### src/rtl/array_lut_engine.sv
// -----------------------------------------------------------------------------
// array_lut_engine
//   Command-driven lookup engine over a writable table TBL[NBANK][NROW][NCOL]
//   and a constant mirror table KTBL of the same shape. Each accepted command
//   goes through IDLE -> FETCH -> EXEC -> RESP. A result is held until it is
//   consumed.
//
// Ports
//   clk        sole clock, rising edge
//   rst_n      asynchronous active-low reset; reloads TBL, aborts any command
//   cmd_valid  command offered
//   cmd_ready  high only in IDLE; the command is taken when both are high
//   cmd_op     0=READ 1=WRITE 2=SLICE_WRITE 3=DIFF_ACC
//   cmd_bank   bank index      (BW bits)
//   cmd_row    row index       (RW bits)
//   cmd_col    column index    (CW bits)
//   cmd_sel    slice index     (SW bits, SLICE_WRITE only)
//   cmd_data   write / operand data
//   res_valid  result available (RESP state)
//   res_ready  result consumed when both are high
//   res_data   result value, 0 on error
//   res_err    command rejected because an index is out of range
//
// state  | meaning
// -------+----------------------------------------------------------------
// IDLE   | cmd_ready high, waiting for a command
// FETCH  | read entry E and mirrored constant K into registers
// EXEC   | apply table write (if any), register result and error flag
// RESP   | res_valid high, result held until res_ready
// -----------------------------------------------------------------------------
module array_lut_engine #(
    parameter int NBANK = 3,
    parameter int NROW  = 2,
    parameter int NCOL  = 4,
    parameter int WIDTH = 16,
    parameter int SLICE = 4,
    localparam int NSLICE = WIDTH / SLICE,
    localparam int BW = (NBANK  > 1) ? $clog2(NBANK)  : 1,
    localparam int RW = (NROW   > 1) ? $clog2(NROW)   : 1,
    localparam int CW = (NCOL   > 1) ? $clog2(NCOL)   : 1,
    localparam int SW = (NSLICE > 1) ? $clog2(NSLICE) : 1
) (
    input  logic             clk,
    input  logic             rst_n,
    input  logic             cmd_valid,
    output logic             cmd_ready,
    input  logic [1:0]       cmd_op,
    input  logic [BW-1:0]    cmd_bank,
    input  logic [RW-1:0]    cmd_row,
    input  logic [CW-1:0]    cmd_col,
    input  logic [SW-1:0]    cmd_sel,
    input  logic [WIDTH-1:0] cmd_data,
    output logic             res_valid,
    input  logic             res_ready,
    output logic [WIDTH-1:0] res_data,
    output logic             res_err
);

    localparam logic [1:0] OP_READ  = 2'd0;
    localparam logic [1:0] OP_WRITE = 2'd1;
    localparam logic [1:0] OP_SLICE = 2'd2;
    localparam logic [1:0] OP_DIFF  = 2'd3;

    typedef enum logic [1:0] {
        S_IDLE  = 2'd0,
        S_FETCH = 2'd1,
        S_EXEC  = 2'd2,
        S_RESP  = 2'd3
    } state_t;

    state_t state, state_nxt;

    logic [WIDTH-1:0] tbl  [NBANK][NROW][NCOL];
    logic [WIDTH-1:0] ktbl [NBANK][NROW][NCOL];

    logic [1:0]       cap_op;
    logic [BW-1:0]    cap_bank;
    logic [RW-1:0]    cap_row;
    logic [CW-1:0]    cap_col;
    logic [SW-1:0]    cap_sel;
    logic [WIDTH-1:0] cap_data;
    logic [WIDTH-1:0] e_q;
    logic [WIDTH-1:0] k_q;

    logic             cmd_err;
    logic             tbl_we;
    logic [WIDTH-1:0] wr_val;
    logic [WIDTH-1:0] result;

    // Mirrored indices; on an out-of-range index these wrap, but the command
    // is then an error and K is never used.
    logic [BW-1:0] mir_bank;
    logic [RW-1:0] mir_row;
    logic [CW-1:0] mir_col;

    assign mir_bank = BW'(NBANK - 1) - cap_bank;
    assign mir_row  = RW'(NROW  - 1) - cap_row;
    assign mir_col  = CW'(NCOL  - 1) - cap_col;

    // Constant table: hard-wired to the same init pattern as TBL.
    for (genvar gb = 0; gb < NBANK; gb++) begin : g_kb
        for (genvar gr = 0; gr < NROW; gr++) begin : g_kr
            for (genvar gc = 0; gc < NCOL; gc++) begin : g_kc
                assign ktbl[gb][gr][gc] = WIDTH'(gb * NROW * NCOL + gr * NCOL + gc);
            end
        end
    end

    // ---------------- FSM: state register ----------------
    always_ff @(posedge clk or negedge rst_n) begin
        if (!rst_n) begin
            state <= S_IDLE;
        end else begin
            state <= state_nxt;
        end
    end

    // ---------------- FSM: next state ----------------
    always_comb begin
        state_nxt = state;
        case (state)
            S_IDLE:  if (cmd_valid) state_nxt = S_FETCH;
            S_FETCH: state_nxt = S_EXEC;
            S_EXEC:  state_nxt = S_RESP;
            S_RESP:  if (res_ready) state_nxt = S_IDLE;
            default: state_nxt = S_IDLE;
        endcase
    end

    // ---------------- FSM: outputs ----------------
    always_comb begin
        cmd_ready = (state == S_IDLE);
        res_valid = (state == S_RESP);
    end

    // ---------------- command capture and fetch ----------------
    always_ff @(posedge clk or negedge rst_n) begin
        if (!rst_n) begin
            cap_op   <= OP_READ;
            cap_bank <= '0;
            cap_row  <= '0;
            cap_col  <= '0;
            cap_sel  <= '0;
            cap_data <= '0;
            e_q      <= '0;
            k_q      <= '0;
        end else begin
            if (state == S_IDLE && cmd_valid) begin
                cap_op   <= cmd_op;
                cap_bank <= cmd_bank;
                cap_row  <= cmd_row;
                cap_col  <= cmd_col;
                cap_sel  <= cmd_sel;
                cap_data <= cmd_data;
            end
            if (state == S_FETCH) begin
                e_q <= tbl[cap_bank][cap_row][cap_col];
                k_q <= ktbl[mir_bank][mir_row][mir_col];
            end
        end
    end

    // ---------------- execute datapath ----------------
    always_comb begin
        cmd_err = (32'(cap_bank) >= NBANK) ||
                  (32'(cap_row)  >= NROW)  ||
                  (32'(cap_col)  >= NCOL)  ||
                  ((cap_op == OP_SLICE) && (32'(cap_sel) >= NSLICE));

        tbl_we = !cmd_err && ((cap_op == OP_WRITE) || (cap_op == OP_SLICE));

        wr_val = cap_data;
        if (cap_op == OP_SLICE) begin
            wr_val = e_q;
            wr_val[cap_sel * SLICE +: SLICE] = cap_data[SLICE-1:0];
        end

        case (cap_op)
            OP_DIFF: result = cap_data - e_q + k_q;
            default: result = e_q;   // READ / WRITE / SLICE_WRITE return the old value
        endcase
    end

    // Table storage; reset reloads the init pattern.
    always_ff @(posedge clk or negedge rst_n) begin
        if (!rst_n) begin
            for (int b = 0; b < NBANK; b++) begin
                for (int r = 0; r < NROW; r++) begin
                    for (int c = 0; c < NCOL; c++) begin
                        tbl[b][r][c] <= WIDTH'(b * NROW * NCOL + r * NCOL + c);
                    end
                end
            end
        end else if (state == S_EXEC && tbl_we) begin
            tbl[cap_bank][cap_row][cap_col] <= wr_val;
        end
    end

    // Result registers: loaded once at EXEC, held through RESP.
    always_ff @(posedge clk or negedge rst_n) begin
        if (!rst_n) begin
            res_data <= '0;
            res_err  <= 1'b0;
        end else if (state == S_EXEC) begin
            res_data <= cmd_err ? '0 : result;
            res_err  <= cmd_err;
        end
    end

endmodule

### config.mk
export PLATFORM = sky130hd
export DESIGN_NAME = array_lut_engine
export DESIGN_NICKNAME = d
export VERILOG_FILES = /design/src/rtl/array_lut_engine.sv
export SDC_FILE = /design/constraint.sdc
export NUM_CORES = 1
export LEC_CHECK = 0
export BUFFER_PORTS_ARGS = -buffer_cell sky130_fd_sc_hd__buf_4
export CAP_MARGIN = 15
export CORE_UTILIZATION = 60
export DETAILED_ROUTE_END_ITERATION = 8
export GPL_TIMING_DRIVEN = 0
export MAX_ROUTING_LAYER = met4
export PLACE_DENSITY = 0.77
export SYNTH_ARGS = -nofsm -noshare
export SYNTH_HDL_FRONTEND = slang
export SYNTH_SLANG_ARGS = --single-unit
### constraint.sdc
create_clock -name clk -period 3.2 [get_ports clk]
set_input_delay 0.64 -clock clk [delete_from_list [all_inputs] [get_ports clk]]
set_output_delay 0.64 -clock clk [all_outputs]
set_load 0.01 [all_outputs]
==> results of run 1 <==
==> synthesized netlist by cell type, types with 7 or more instances <==
master    count
inv_1        38
xnor2_1      12
o41ai_1      11
clkbuf_1    131
mux2_2       25
o22ai_1      64
o211ai_1     11
o21ai_1       7
ha_1         37
nor2_1      144
mux2i_1     133
dfrtp_1     397
nand2_1     447
o21ai_0     423
dfstp_2      52
buf_2        37
a22oi_1      12
a21oi_1     151
==> registers in the layout, indices dropped and copies added (netlist names), 5 cells and up <==
name,cells
cap_data,16
e_q,16
k_q,5
res_data,16
tbl,384
==> kinds of logic after synthesis <==
family	share of synthesized area
fa+ha+maj	0.0271
mux	0.0775
flops	0.543
simple gates	0.123
buf+inv	0.0423
xor+xnor	0.00547
compound gates	0.181
==> cell type report <==
| cell class | instances | area [um2] | share of cell area |
|---|---|---|---|
| clock buffer | 64 | 1280 | 0.0538 |
| tap | 448 | 561 | 0.0236 |
| antenna | 13 | 32.5 | 0.00137 |
| clock inverter | 22 | 458 | 0.0192 |
| inverter | 40 | 150 | 0.00631 |
| sequential | 449 | 11300 | 0.475 |
| timing repair buffer | 63 | 543 | 0.0228 |
| multi-input combinational | 1556 | 8700 | 0.366 |
| buffer | 177 | 767 | 0.0322 |
==> layer usage <==
layer,GRT usage,vias to the layer above,part of all wire
met1,0.643,9382,0.36
met3,0.174,332,0.14
li1,-,7877,-
met5,-,-,0
met4,0.309,0,0.073
met2,0.703,1501,0.42
==> repair_timing <==
item                                   4_1_cts  5_1_grt
hold buffers                                 1        0
setup endpoints to repair                   77      196
gates resized for setup                     12       72
cloned                                       0        0
endpoints found under the hold margin       38        0
==> path summary, 6_finish.rpt <==
check | to | cells past startpoint | slack (ns)
worst min register to register | tbl[17]$_DFFE_PN1P_ | 2 | 0.47
min in group asynchronous | res_data[13]$_DFFE_PN0P_ | 2 | 0.50
worst min-delay path | cap_data[2]$_DFFE_PN0P_ | 2 | 0.25
worst max register to register | e_q[13]$_DFFE_PN0N_ | 8 | -0.17
max in group asynchronous | tbl[353]$_DFFE_PN0P_ | 5 | 0.91
worst max-delay path | e_q[13]$_DFFE_PN0N_ | 8 | -0.17
==> per-stage QoR <==
stage	std cells	instance area [um2]
CTS	2818	23700
detailed placement	2731	21900
finish	2832	23800
global placement	2717	21700
global route	2826	23800
floorplan	2222	20800
==> power by group <==
part	leakage, nW	total (mW)	switching [mW]	internal [mW]
sequential	5.90	9.09	1.38	7.71
combinational	3.85	14.2	10.3	3.88
clock	0.847	6.28	2.48	3.79
total	10.6	29.5	14.1	15.4
==> run_results.csv, run 1 <==
group,metric,value,unit
global_route,grt_usage,0.508,
critical_path,critPathMaxStageDelay,0.86,ns
placement,pre_cts_ws,-0.212,ns
clock_tree,cts_sinks,449,
sta,tightest_slew,1.16,ns
sta,hold_viol,0,
critical_path,start_kind,"flip-flop",
drt,drtIter0Drc,2735,
die,die_width,188,um
power_and_ir_drop,peakVddDrop,1.35,mV
drt,num_vias,19100,
global_route,antenna_found_initial,5,
die,coreArea,33800,um2
global_route,grt_pass1_vias,18600,
critical_path,worst-path-buf-inv,2,
logic_synthesis,yosysWarnings,0,
logic_synthesis,synth_edf_count,0,
layout,final_cell_mix,"447 x nand2_1, 421 x o21ai_0, 397 x dfrtp_1, 149 x a21oi_1, 144 x nor2_1",
clock_tree,cts_root_buffer,"clkbuf_16",
layout,fin_util,0.704,
critical_path,crit_type,"reg -> reg",
logic_synthesis,synth.area.top_cells,"dfrtp_1 48%, o21ai_0 10%, nand2_1 8.1%",
global_route,gr-total-overflow,0,
logic_synthesis,ys_ff_latch,449,
sta,fmax,297,MHz
critical_path,crit_family,"compound AO/OA/AOI/OAI gates",
critical_path,cp_slowest_cell,"o41ai_1",
sta,slew_headroom,0.227,
sta,period_share,1.05,
critical_path,required,3.64,ns
power_and_ir_drop,total_power,29.5,mW
critical_path,critical_path.most_common_cell,"buf_2",
clock_tree,cts_setup_buffers,0,
die,dieArea,35400,um2
clock_tree,clkTransAtPathRegs,0.06,ns
global_route,grt_start_max_net_pins,127,
sta,setup_viol,6,
placement,port_buffers,47,
logic_synthesis,synth_nets,2293,
logic_synthesis,yosys.area.top_type,"dfrtp_1",
sta,post-route-min-period,3.37,ns
drt,ant_nets,0,
logic_synthesis,synth_top_flop_cell,"dfrtp_1",
sta,drv_slew,0,
sta,fin_setup_tns,-0.314,ns
layout,fill_cells,2543,
logic_synthesis,synthCells,2222,
logic_synthesis,ys_seq_area_frac,0.543,
critical_path,worstPathCellList,"buf_2 > buf_2 > mux2i_1 > nor2_1 > a21oi_1 > o22ai_1 > o41ai_1 > o21ai_0",
power_and_ir_drop,cellPowerDensity,1240,nW/um2
drt,remaining_drc_errors,0,
logic_synthesis,syn_area_per_cell,9.36,um2
critical_path,cp.arrival,3.82,ns
layout,drive_gt1_frac,0.127,
layout,final_net_count,2404,
drt,firstDrtPassIters,6,
clock_tree,tritoncts,"yes",
worst_hold_path,hp-start,"cmd_data[2]",
critical_path,path_max_fanout,10,
sta,hold_ws,0.251,ns
critical_path,endpoint_kind,"flip-flop",
sta,skew,0.0409,ns
drt,drt_wl_total,85600,um
run,maxCapViolations,0,
logic_synthesis,syn-cell-area,20800,um2
sta,setup_ws,-0.172,ns
die,dieHeight,188,um
clock_tree,cts_buffer_depth,3,
placement,dp_hpwl,58900,um
critical_path,cp-startpoint,"cap_bank[1]$_DFFE_PN0P_",
clock_tree,clk_latency,0.64,ns
drt,wl_per_cell,30.2,um
layout,mostFrequentLayoutCell,"nand2_1",
logic_synthesis,synth_top_area_share,0.478,
die,ioPinCount,48,
logic_synthesis,async_flop_share,1.00,
clock_tree,htreeDepth,2,
outcome,status,"complete, but fails checks",
worst_hold_path,hold_path_class,"in -> reg",
clock_tree,cts_buffers,46,
layout,synthToLayoutAreaGrowth,14.4,%
placement,gp_routability_congestion,1.08,
die,start_util,0.616,
logic_synthesis,ys_types,55,
critical_path,r2r-start,"cap_bank[1]$_DFFE_PN0P_",
global_route,grt_pass1_wl,123000,um
drt,via_per_inst,6.74,
die,rows,67,
outcome,violations,"setup timing",
power_and_ir_drop,leakage,10.6,nW
Note: power is estimated with default switching activity, not from simulation.
==> run 2, diff against run 1 <==
--- a/config.mk
+++ b/config.mk
@@ -5,6 +5,7 @@
 export SDC_FILE = /design/constraint.sdc
 export NUM_CORES = 1
 export LEC_CHECK = 0
+export ABC_AREA = 1
 export BUFFER_PORTS_ARGS = -buffer_cell sky130_fd_sc_hd__buf_4
 export CAP_MARGIN = 15
 export CORE_UTILIZATION = 60
==> run 2 against run 1 <==
  * The run ends with hold timing left
  * Critical endpoint is now tbl[175]$_DFFE_PN0P_
  * Combinational power is 14% lower
  * Critical path depth stayed put
  * Cell count is 16% higher
  * Routed wire length hardly changed
  * Largest cell class unchanged
==> run_results.csv, run 2 <==
group,metric,value,unit
sta,period_share,1.00,
placement,pre_cts_ws,-0.302,ns
logic_synthesis,yosys.area.top_type,"dfrtp_1",
die,coreArea,34800,um2
global_route,grt_pass1_vias,19400,
logic_synthesis,synth_nets,2747,
sta,fin_setup_tns,0,ns
die,dieHeight,191,um
die,dieArea,36400,um2
logic_synthesis,async_flop_share,1.00,
drt,ant_nets,0,
logic_synthesis,ys_ff_latch,449,
logic_synthesis,synth.cells.most_frequent,"1097 x nand2_1, 397 x dfrtp_1, 392 x o21ai_0",
layout,final_cell_mix,"1097 x nand2_1, 397 x dfrtp_1, 389 x o21ai_0, 171 x nand3_1, 133 x inv_1",
clock_tree,clkTransAtPathRegs,0.06,ns
logic_synthesis,syn-cell-area,21400,um2
layout,fin_util,0.697,
layout,final_net_count,2856,
sta,hold_ws,-0.00719,ns
clock_tree,cts_root_buffer,"clkbuf_16",
sta,fmax,313,MHz
placement,gp_routability_congestion,1.05,
critical_path,crit_type,"reg -> reg",
logic_synthesis,synth_top_flop_cell,"dfrtp_1",
power_and_ir_drop,leakage,11.8,nW
clock_tree,clk_latency,0.61,ns
critical_path,endpoint_kind,"flip-flop",
global_route,gr-total-overflow,0,
layout,drive_gt1_frac,0.123,
power_and_ir_drop,total_power,26.9,mW
logic_synthesis,yosysWarnings,0,
drt,via_per_inst,6.27,
sta,rsz0062_at_grt,"false",
global_route,grt_usage,0.498,
sta,skew,0.0241,ns
logic_synthesis,synth_top_area_share,0.465,
logic_synthesis,syn_area_per_cell,7.98,um2
clock_tree,cts_buffers,45,
logic_synthesis,synth_edf_count,0,
power_and_ir_drop,peakVddDrop,0.693,mV
drt,firstDrtPassIters,6,
placement,dp_hpwl,59100,um
sta,slew_headroom,0.137,
clock_tree,ctsHoldBuffers,0,
power_and_ir_drop,cellPowerDensity,1110,nW/um2
clock_tree,cts_sinks,449,
outcome,violations,"hold timing",
die,ioPinCount,48,
clock_tree,tritoncts,"yes",
global_route,grt_start_max_net_pins,109,
die,rows,68,
layout,largest_reg_flops,384,
drt,remaining_drc_errors,0,
clock_tree,htreeDepth,2,
die,start_util,0.614,
layout,synthToLayoutAreaGrowth,13.6,%
drt,drt_wl_total,85500,um
drt,wl_per_cell,26.1,um
logic_synthesis,ys_types,33,
layout,mostFrequentLayoutCell,"nand2_1",
critical_path,rr_endpoint,"tbl[175]$_DFFE_PN0P_",
logic_synthesis,ys_seq_area_frac,0.529,
sta,hold_viol,3,
critical_path,cp.arrival,3.63,ns
drt,num_vias,20600,
critical_path,r2r-start,"cap_sel[0]$_DFFE_PN0P_",
die,die_width,191,um
outcome,status,"complete, but fails checks",
global_route,grt_pass1_wl,125000,um
worst_hold_path,hold_path_class,"in -> async",
sta,setup_viol,0,
critical_path,start_kind,"flip-flop",
logic_synthesis,synth.area.top_cells,"dfrtp_1 47%, nand2_1 19%, o21ai_0 9.2%",
sta,tightest_slew,1.29,ns
critical_path,required,3.63,ns
placement,port_buffers,47,
clock_tree,cts_buffer_depth,3,
logic_synthesis,synthCells,2676,
drt,drtIter0Drc,3313,
critical_path,path_max_fanout,10,
run,maxCapViolations,0,
sta,post-route-min-period,3.20,ns
logic_synthesis,synth.most_common_cell,"nand2_1",
sta,drv_slew,0,
layout,largest_register,"tbl",
critical_path,reg2reg_setup_slack,0.0007,ns
clock_tree,cts_setup_buffers,0,
sta,setup_ws,0.000721,ns
global_route,antenna_found_initial,3,
critical_path,r2r_cells,8,
## run 2: critical path: stages, from the launching register on
cell	delay [ns]
dfrtp_1	0.48
inv_1	0.15
ha_1	0.45
inv_1	0.10
nand2_1	0.13
nor3_1	0.07
o22ai_2	0.57
clkbuf_1	0.89
o21ai_0	0.19
## run 2: where the power goes
| group | switching, mW | internal [mW] |
|---|---|---|
| logic | 8.96 | 3.20 |
| registers | 1.26 | 7.60 |
| clock network | 2.40 | 3.53 |
## run 2: cells by family after synthesis
family                   synth area share
AO/OA/AOI/OAI                       0.113
XOR/XNOR                          0.00246
adder cells (fa/ha/maj)            0.0264
buffers and inverters              0.0617
flip-flops                          0.529
multiplexers                      0.00685
AND/OR/NAND/NOR                     0.261
## run 2: timing repair
| item | 4_1_cts | 5_1_grt |
|---|---|---|
| pin swaps | 0 | 0 |
| gates resized for setup | 15 | 20 |
| endpoints found under the setup margin | 130 | 88 |
## run 2: final cells by class
type,instances,area [um2]
Timing Repair Buffer,62,618
Tap cell,455,569
Antenna cell,5,12.5
Clock buffer,64,1320
Buffer,174,821
Sequential cell,449,11300
Inverter,139,527
Fill cell,2766,10500
Clock inverter,19,322
Multi-Input combinational cell,1914,8770
## run 2: worst max-delay path by stage
stage                                 start  cells past startpoint                      end  slack (ns)
global placement                      rst_n                      1     tbl[362]$_DFFE_PN0P_       -2.89
detailed placement   cap_sel[0]$_DFFE_PN0P_                      8     tbl[284]$_DFFE_PN0P_       -0.30
floorplan           cap_data[3]$_DFFE_PN0P_                     12  res_data[8]$_DFFE_PN0P_        0.94
finish               cap_sel[0]$_DFFE_PN0P_                      8     tbl[175]$_DFFE_PN0P_      0.0007
CTS                  cap_sel[0]$_DFFE_PN0P_                      8     tbl[246]$_DFFE_PN0P_        0.01
global route         cap_sel[0]$_DFFE_PN0P_                      9     tbl[106]$_DFFE_PN0P_        0.02
## run 2: through the flow
stage,cell area (um2),cells
5_1_grt,24300,3281
4_1_cts,24200,3275
3_5_place_dp,22500,3192
6_report,24300,3281
2_1_floorplan,21400,2676
3_3_place_gp,22300,3178
## run 2: metal layers
layer	global-route usage	routed length, um
met5	-	0
met2	0.694	35800
met1	0.624	31000
met3	0.157	11800
met4	0.322	6930
